File: src/rtl/ex_hazard_ctrl.sv
// Hazard and forwarding controller for the EX-stage ALU of a five-stage RV32IC pipeline.
// Tracks EX/MEM destinations, resolves load-use and taken-branch hazards, and registers ALU operand selects.
module ex_hazard_ctrl #(
    parameter int CNT_W = 16
) (
    input  logic             i_clk,
    input  logic             i_reset,
    input  logic             i_id_valid,
    input  logic [4:0]       i_id_rs1,
    input  logic [4:0]       i_id_rs2,
    input  logic             i_id_use_rs1,
    input  logic             i_id_use_rs2,
    input  logic [4:0]       i_id_rd,
    input  logic             i_id_regwrite,
    input  logic             i_id_is_load,
    input  logic             i_ex_branch,
    input  logic             i_mem_busy,
    output logic             o_stall_if,
    output logic             o_stall_id,
    output logic             o_bubble_ex,
    output logic             o_flush_id,
    output logic             o_freeze,
    output logic             o_ex_valid,
    output logic [1:0]       o_fwd_a,
    output logic [1:0]       o_fwd_b,
    output logic [CNT_W-1:0] o_stall_cycles
);

    typedef enum logic [1:0] {
        RUN      = 2'd0,
        LU_STALL = 2'd1,
        FREEZE   = 2'd2
    } state_t;

    state_t state, state_next;
    state_t held, held_next;

    logic       ex_valid, ex_regwrite, ex_is_load;
    logic [4:0] ex_rd;
    logic       mem_valid, mem_regwrite;
    logic [4:0] mem_rd;

    logic       lu, br, lu_stall, id_moves;
    logic [1:0] fwd_a_next, fwd_b_next;

    assign lu = i_id_valid && ex_valid && ex_is_load && ex_regwrite && (ex_rd != 5'd0) &&
                ((i_id_use_rs1 && (i_id_rs1 == ex_rd)) || (i_id_use_rs2 && (i_id_rs2 == ex_rd)));
    assign br       = ex_valid && i_ex_branch;
    assign lu_stall = lu && !br && !i_mem_busy;
    assign id_moves = i_id_valid && !br && !lu;

    assign o_ex_valid = ex_valid;

    // Controls are gated by reset so they drop immediately even while i_mem_busy is still high.
    always_comb begin
        o_stall_if  = 1'b0;
        o_stall_id  = 1'b0;
        o_bubble_ex = 1'b0;
        o_flush_id  = 1'b0;
        o_freeze    = 1'b0;
        if (!i_reset) begin
            if (i_mem_busy) begin
                o_freeze = 1'b1;
            end else if (br) begin
                o_flush_id  = 1'b1;
                o_bubble_ex = 1'b1;
            end else if (lu) begin
                o_stall_if  = 1'b1;
                o_stall_id  = 1'b1;
                o_bubble_ex = 1'b1;
            end
        end
    end

    // The producer in EX moves to MEM as the consumer enters EX, so an EX match becomes a MEM-forward.
    always_comb begin
        fwd_a_next = 2'b00;
        fwd_b_next = 2'b00;
        if (ex_valid && ex_regwrite && (ex_rd != 5'd0) && (i_id_rs1 == ex_rd)) begin
            fwd_a_next = 2'b01;
        end else if (mem_valid && mem_regwrite && (mem_rd != 5'd0) && (i_id_rs1 == mem_rd)) begin
            fwd_a_next = 2'b10;
        end
        if (ex_valid && ex_regwrite && (ex_rd != 5'd0) && (i_id_rs2 == ex_rd)) begin
            fwd_b_next = 2'b01;
        end else if (mem_valid && mem_regwrite && (mem_rd != 5'd0) && (i_id_rs2 == mem_rd)) begin
            fwd_b_next = 2'b10;
        end
    end

    always_ff @(posedge i_clk or posedge i_reset) begin
        if (i_reset) begin
            ex_valid     <= 1'b0;
            ex_rd        <= 5'd0;
            ex_regwrite  <= 1'b0;
            ex_is_load   <= 1'b0;
            mem_valid    <= 1'b0;
            mem_rd       <= 5'd0;
            mem_regwrite <= 1'b0;
            o_fwd_a      <= 2'b00;
            o_fwd_b      <= 2'b00;
        end else if (!i_mem_busy) begin
            mem_valid    <= ex_valid;
            mem_rd       <= ex_rd;
            mem_regwrite <= ex_regwrite;
            if (id_moves) begin
                ex_valid    <= 1'b1;
                ex_rd       <= i_id_rd;
                ex_regwrite <= i_id_regwrite;
                ex_is_load  <= i_id_is_load;
                o_fwd_a     <= fwd_a_next;
                o_fwd_b     <= fwd_b_next;
            end else begin
                ex_valid    <= 1'b0;
                ex_rd       <= 5'd0;
                ex_regwrite <= 1'b0;
                ex_is_load  <= 1'b0;
                o_fwd_a     <= 2'b00;
                o_fwd_b     <= 2'b00;
            end
        end
    end

    always_ff @(posedge i_clk or posedge i_reset) begin
        if (i_reset) begin
            o_stall_cycles <= '0;
        end else if ((i_mem_busy || lu_stall) && (o_stall_cycles != {CNT_W{1'b1}})) begin
            o_stall_cycles <= o_stall_cycles + CNT_W'(1);
        end
    end

    always_ff @(posedge i_clk or posedge i_reset) begin
        if (i_reset) begin
            state <= RUN;
            held  <= RUN;
        end else begin
            state <= state_next;
            held  <= held_next;
        end
    end

    // A freeze that lands on a pending load-use remembers it so the stall resumes afterwards.
    always_comb begin
        state_next = state;
        held_next  = held;
        case (state)
            RUN: begin
                if (i_mem_busy) begin
                    state_next = FREEZE;
                    held_next  = (lu && !br) ? LU_STALL : RUN;
                end else if (lu && !br) begin
                    state_next = LU_STALL;
                end
            end
            LU_STALL: begin
                if (i_mem_busy) begin
                    state_next = FREEZE;
                    held_next  = LU_STALL;
                end else begin
                    state_next = RUN;
                end
            end
            FREEZE: begin
                if (!i_mem_busy) begin
                    state_next = held;
                end
            end
            default: begin
                state_next = RUN;
                held_next  = RUN;
            end
        endcase
    end

endmodule

File: config.mk
export PLATFORM = sky130hd
export DESIGN_NAME = ex_hazard_ctrl
export DESIGN_NICKNAME = d
export VERILOG_FILES = /design/src/rtl/ex_hazard_ctrl.sv
export SDC_FILE = /design/constraint.sdc
export NUM_CORES = 1
export LEC_CHECK = 0
export ABC_AREA = 1
export CAP_MARGIN = 20
export CORE_UTILIZATION = 46
export DETAILED_ROUTE_END_ITERATION = 10
export PLACE_DENSITY = 0.77
export REMOVE_ABC_BUFFERS = 1
export SLEW_MARGIN = 30
export SYNTH_ARGS = -nofsm -noshare
export SYNTH_HDL_FRONTEND = slang
export SYNTH_SLANG_ARGS = --single-unit
File: constraint.sdc
create_clock -name i_clk -period 1.46 [get_ports i_clk]
set_input_delay 0.146 -clock i_clk [delete_from_list [all_inputs] [get_ports i_clk]]
set_output_delay 0.146 -clock i_clk [all_outputs]
set_load 0.02 [all_outputs]
## After elaboration in Yosys (flattened, before gate mapping)

Cells that the tools add are included.

| storage, ports and cells | value |
|---|---|
| bits in registers | 35 |
| latch bits | 0 |
| RAM bits | 0 |
| ROM bits | 0 |
| bits of input ports | 24 |
| output and inout port bits | 26 |
| logic and storage cells | 66 |
| memories kept | 0 |

| cells by class | value |
|---|---|
| $add $sub $neg | 1 |
| multipliers | 0 |
| div/mod/pow operators | 0 |
| order comparisons | 0 |
| equal/unequal tests | 5 |
| shift operators | 0 |
| mux-type cells | 22 |
| bitwise logic cells | 0 |
| reduce and logical (&&, ||, !) cells | 28 |

Operators by type and width:

| cell | count |
|---|---|
| logical AND 1 bit | 21 |
| == test 5 bit | 4 |
| adder 16 x 1 -> 16 bit, second input constant | 1 |
| != test 16 bit, second input constant | 1 |
| 2-to-1 mux 1 bit | 15 |
| 2-to-1 mux 2 bit | 6 |
| nonzero test 5 bit | 2 |
| 2-to-1 mux 5 bit | 1 |
| logical NOT 1 bit | 3 |
| logical OR 1 bit | 2 |

## Logic depth before layout (Yosys ltp)

| logic depth | value |
|---|---|
| depth in word-level cells | 9 |
| gate-level depth with buffers | 12 |
| mapped depth without buffers | 11 |

## Worst setup path after synthesis

Ideal clock, no wire load.

| timing path | value |
|---|---|
| kind | input port to output port |
| from | input i_reset |
| to | output o_stall_if |
| arrival | 1.681 ns |
| required time | 1.314 ns |
| path slack | -0.367 ns |
| cell stages on the path | 4 |
| buffers on the path | 1 |
| cell sequence | inv_1 nand2_1 nor2_1 buf_4 |

| on the way | value |
|---|---|
| cells in the longest elaborated chain, start to end | 1 |

Ends and longest elaborated chain:

| item | RTL line | text |
|---|---|---|
| start, declared | 7 | `input logic i_reset,` |
| 2-to-1 mux 1 bit | n/a |  |
| end, declared | 18 | `output logic o_stall_if,` |

Every way passes these cells.

## Final worst setup path

| timing path | value |
|---|---|
| from | register ex_rd[0] |
| to | output o_bubble_ex |

| on the way | value |
|---|---|
| cells in the longest elaborated chain, start to end | 8 |
| elaborated cells on any way between the ends | 12 |
| those cells by class | 2 x eq/ne; 4 x mux; 6 x reduce/logical |

Ends and longest elaborated chain:

| item | RTL line | text |
|---|---|---|
| start, declared | 39 | `logic [4:0] ex_rd;` |
| start signal, assigned | 108 | `ex_rd <= i_id_rd;` |
| == test 5 bit | 47 | `((i_id_use_rs1 && (i_id_rs1 == ex_rd)) \|\| (i_id_use_rs2 && (i_id_rs2 == ex_rd)));` |
| logical AND 1 bit | 47 |  |
| logical OR 1 bit | 47 |  |
| logical AND 1 bit (*) | 46 | `assign lu = i_id_valid && ex_valid && ex_is_load && ex_regwrite && (ex_rd != 5'd0) &&` |
| 2-to-1 mux 1 bit (*) | 67 | `end else if (lu) begin` |
| 2-to-1 mux 1 bit (*) | 64 | `end else if (br) begin` |
| 2-to-1 mux 1 bit (*) | 62 | `if (i_mem_busy) begin` |
| 2-to-1 mux 1 bit (*) | 61 | `if (!i_reset) begin` |
| end, declared | 20 | `output logic o_bubble_ex,` |

Every way passes the cells marked *; elsewhere a longest branch is shown, timed or not.

==> flow_metrics.py <==
metrics = {
    "sta": {
        "worstMarginPinSlew_ns": 0.802,
        "setup_viol": 32,
        "rsz0062_at_grt": "yes",
        "skew_ns": 0.0118,
        "relSlewSlack_pct": 46.4,
        "timing.fmax_mhz": 535,
        "finalHoldViolCount": 0,
        "finalCriticalPeriod_ns": 1.87,
        "timing.final.crit_share_pct": 128,
        "final-max-slew-violation-count": 0,
        "setup_ws_ns": -0.408,
    },
    "logic_synthesis": {
        "synth_cells": 292,
        "yosys_warnings": 0,
        "synth_common_cells": "nand2_1, dfrtp_1, nand3_1, nor2_1, inv_1",
        "yosys_register_bits": 35,
        "synth-seq-area-share_pct": 39.4,
        "synth_cell_types": 26,
        "syn_area_per_cell_um2": 7.62,
        "synth-main-ff-cell": "dfrtp_1",
        "netlist_area_mm2": 0.00222,
        "synth_most_common_cell": "nand2_1",
        "synth_area_leaders": "dfrtp_1, nand2_1, nand3_1",
        "synth_top_area_cell": "dfrtp_1",
        "synth_top_area_share_pct": 39.4,
        "synth_async_sr_flop_share_pct": 100,
        "synth_edf_count": 0,
    },
    "critical_path": {
        "cp-start-kind": "register",
        "crit_buf_inv": 1,
        "regToRegEndpoint": "o_stall_cycles[14]",
        "slowest_stage": "dfrtp_1",
        "r2r_start": "ex_rd[0]",
        "cp.depth": 7,
        "rr_worst_depth": 11,
        "cpPeakStageDelay_ns": 0.44,
        "crit_chain": "xor2_1 -> nor2_2 -> nand4_1 -> nand2_2 -> a21boi_2 -> nor2_1 -> buf_4",
        "cp_max_fo": 4,
        "path_class": "register to primary output",
        "crit_family": "simple AND/OR/NAND/NOR gates",
        "crit_required_ns": 1.31,
        "crit_path_end_kind": "primary output",
        "r2r_slack_ns": -0.32,
        "arrival_ns": 1.72,
    },
    "placement": {
        "gp_congestion": 0.944,
        "place_area_mm2": 0.00306,
        "port_buffers": 49,
        "place_hpwl_um": 4450,
    },
    "die": {
        "die_w_um": 71.5,
        "rows": 24,
        "io_pins": 50,
        "die_y_um": 71.5,
        "die_area_mm2": 0.00512,
        "fp.coreArea_mm2": 0.00450,
        "initial_core_util_pct": 49.4,
    },
    "clock_network": {
        "cts_hold_buf": 0,
        "cts_buffer_depth": 2,
        "clkSlewWorstSetupHoldPaths_ns": 0.08,
        "cts_tree": "done",
        "clock_latency_ns": 0.30,
        "ctsRootBufferMaster": "clkbuf_8",
        "cts.sinks": 35,
        "htree_levels": 2,
        "numCtsBuffers": 5,
    },
    "routing": {
        "wl_um": 6320,
        "drtIter0Drc": 103,
        "vias": 2272,
        "viasPerCell": 5.14,
        "wire_per_inst_um": 14.3,
        "drc": 0,
        "drtPass1Iterations": 5,
        "postRouteAntennaNets": 0,
    },
    "global_routing": {
        "track_usage_pct": 25.2,
        "antenna_found_initial": 0,
        "grt_pass1_vias": 2263,
        "grt_pass1_wl_um": 9980,
        "grt_remaining_overflow": 0,
        "grt_max_degree": 36,
    },
    "status": {
        "failed_checks": "setup timing",
        "status": "finished, violations left",
    },
    "layout": {
        "areaGrowthSynthToFinish_pct": 47.0,
        "n_antenna_cell": 0,
        "fillCellCount": 358,
        "nNetsFinal": 414,
        "drive_above_1_share_pct": 26.9,
        "postLayoutCellArea_mm2": 0.00327,
    },
    "pwr": {
        "ir_worst_vdd_mv": 0.649,
        "p_per_area_mw_per_mm2": 847,
        "p_leak_nw": 1.71,
        "power_mw": 2.77,
    },
    "hold_path": {
        "hold_path_class": "input port to asynchronous set/reset pin",
    },
    "flow_run": {
        "drv_cap": 0,
    },
}
[where the power goes]
group	internal (mW)	switching, mW	leakage [nW]
clock network	0.335	0.371	0.0422
logic	0.421	0.493	1.20
registers	1.07	0.0829	0.470
[registers in the layout, summed over array words and instances (netlist names)]
name	flops
o_stall_cycles	16
ex_rd	5
mem_rd	5
o_fwd_a	2
o_fwd_b	2
ex_is_load	1
ex_regwrite	1
mem_regwrite	1
mem_valid	1
o_ex_valid	1
[layout by cell type (no fill, tap or decap), types with 5 or more instances in the layout]
| master | n |
|---|---|
| nor3_1 | 6 |
| clkbuf_8 | 5 |
| inv_1 | 20 |
| dlygate4sd2_1 | 18 |
| nand3_1 | 25 |
| nand3_2 | 13 |
| xor2_1 | 12 |
| nor2_1 | 20 |
| nand4_1 | 7 |
| inv_2 | 6 |
| buf_4 | 46 |
| nand2_1 | 93 |
| o21ai_0 | 5 |
| xnor2_1 | 12 |
| nand2_2 | 12 |
| buf_6 | 5 |
| dfrtp_1 | 35 |
| clkdlybuf4s50_1 | 27 |
[metrics by stage]
step                setup WS, ns  hold slack (ns)  TNS (ns)  utilization (%)  instances
floorplan                 -0.359            0.253     -5.14                -        282
global placement          -0.646            0.465    -10.57             68.0        431
detailed placement        -0.761            0.466    -13.75             68.0        431
CTS                       -0.330            0.328     -6.34             70.3        440
global route              -0.562            0.397    -10.17             72.6        442
finish                    -0.408            0.310     -6.52             72.6        442
[how the worst max path moves through the flow]
stage	start	to	slack [ns]
floorplan	i_reset	o_stall_id	-0.36
global placement	i_id_rs2[3]	o_stall_id	-0.65
detailed placement	i_id_rs1[3]	o_stall_id	-0.76
CTS	ex_rd[0]	o_stall_id	-0.33
global route	ex_rd[2]	o_bubble_ex	-0.56
finish	ex_rd[0]	o_bubble_ex	-0.41
[kinds of logic after synthesis]
family	share of synthesized area, %
adders and majority gates	0.562
DFF	39.4
AOI/OAI and AO/OA	1.86
and+or+nand+nor	40.3
buffers and inverters	8.44
xor gates and xnor gates	9.45
[layout make-up]
| class | count | area [um2] | area share [%] |
|---|---|---|---|
| multi-input cells | 222 | 1260 | 38.5 |
| repair buffers | 99 | 890 | 27.2 |
| flip-flops and latches | 35 | 876 | 26.8 |
| inverters | 26 | 97.6 | 2.99 |
| clock buffers | 7 | 76.3 | 2.33 |
| well taps | 52 | 65.1 | 1.99 |
| clock inverters | 1 | 5.00 | 0.153 |
[tightest hold or removal path, cell delays in order]
cell and delay (ns):
clkdlybuf4s50_1 0.42, inv_1 0.08, buf_4 0.40
[layer usage]
metal | vias up | wire (um) | GRT usage [%] | share of wire (%)
met4 | 0 | 103 | 9.37 | 1.6
met2 | 59 | 3280 | 45.6 | 52
met1 | 1090 | 2690 | 29.3 | 42
li1 | 1111 | - | - | -
met3 | 12 | 251 | 5.49 | 4.0
met5 | - | 0 | 0 | 0
[what timing repair did]
item	4_1_cts	5_1_grt
setup buffers	1	2
gates cloned	1	1
pin swaps	5	13
endpoints found under the setup margin	50	32
resized for setup	48	22
hold endpoints to repair	0	0
(Power assumes the default switching activity.)
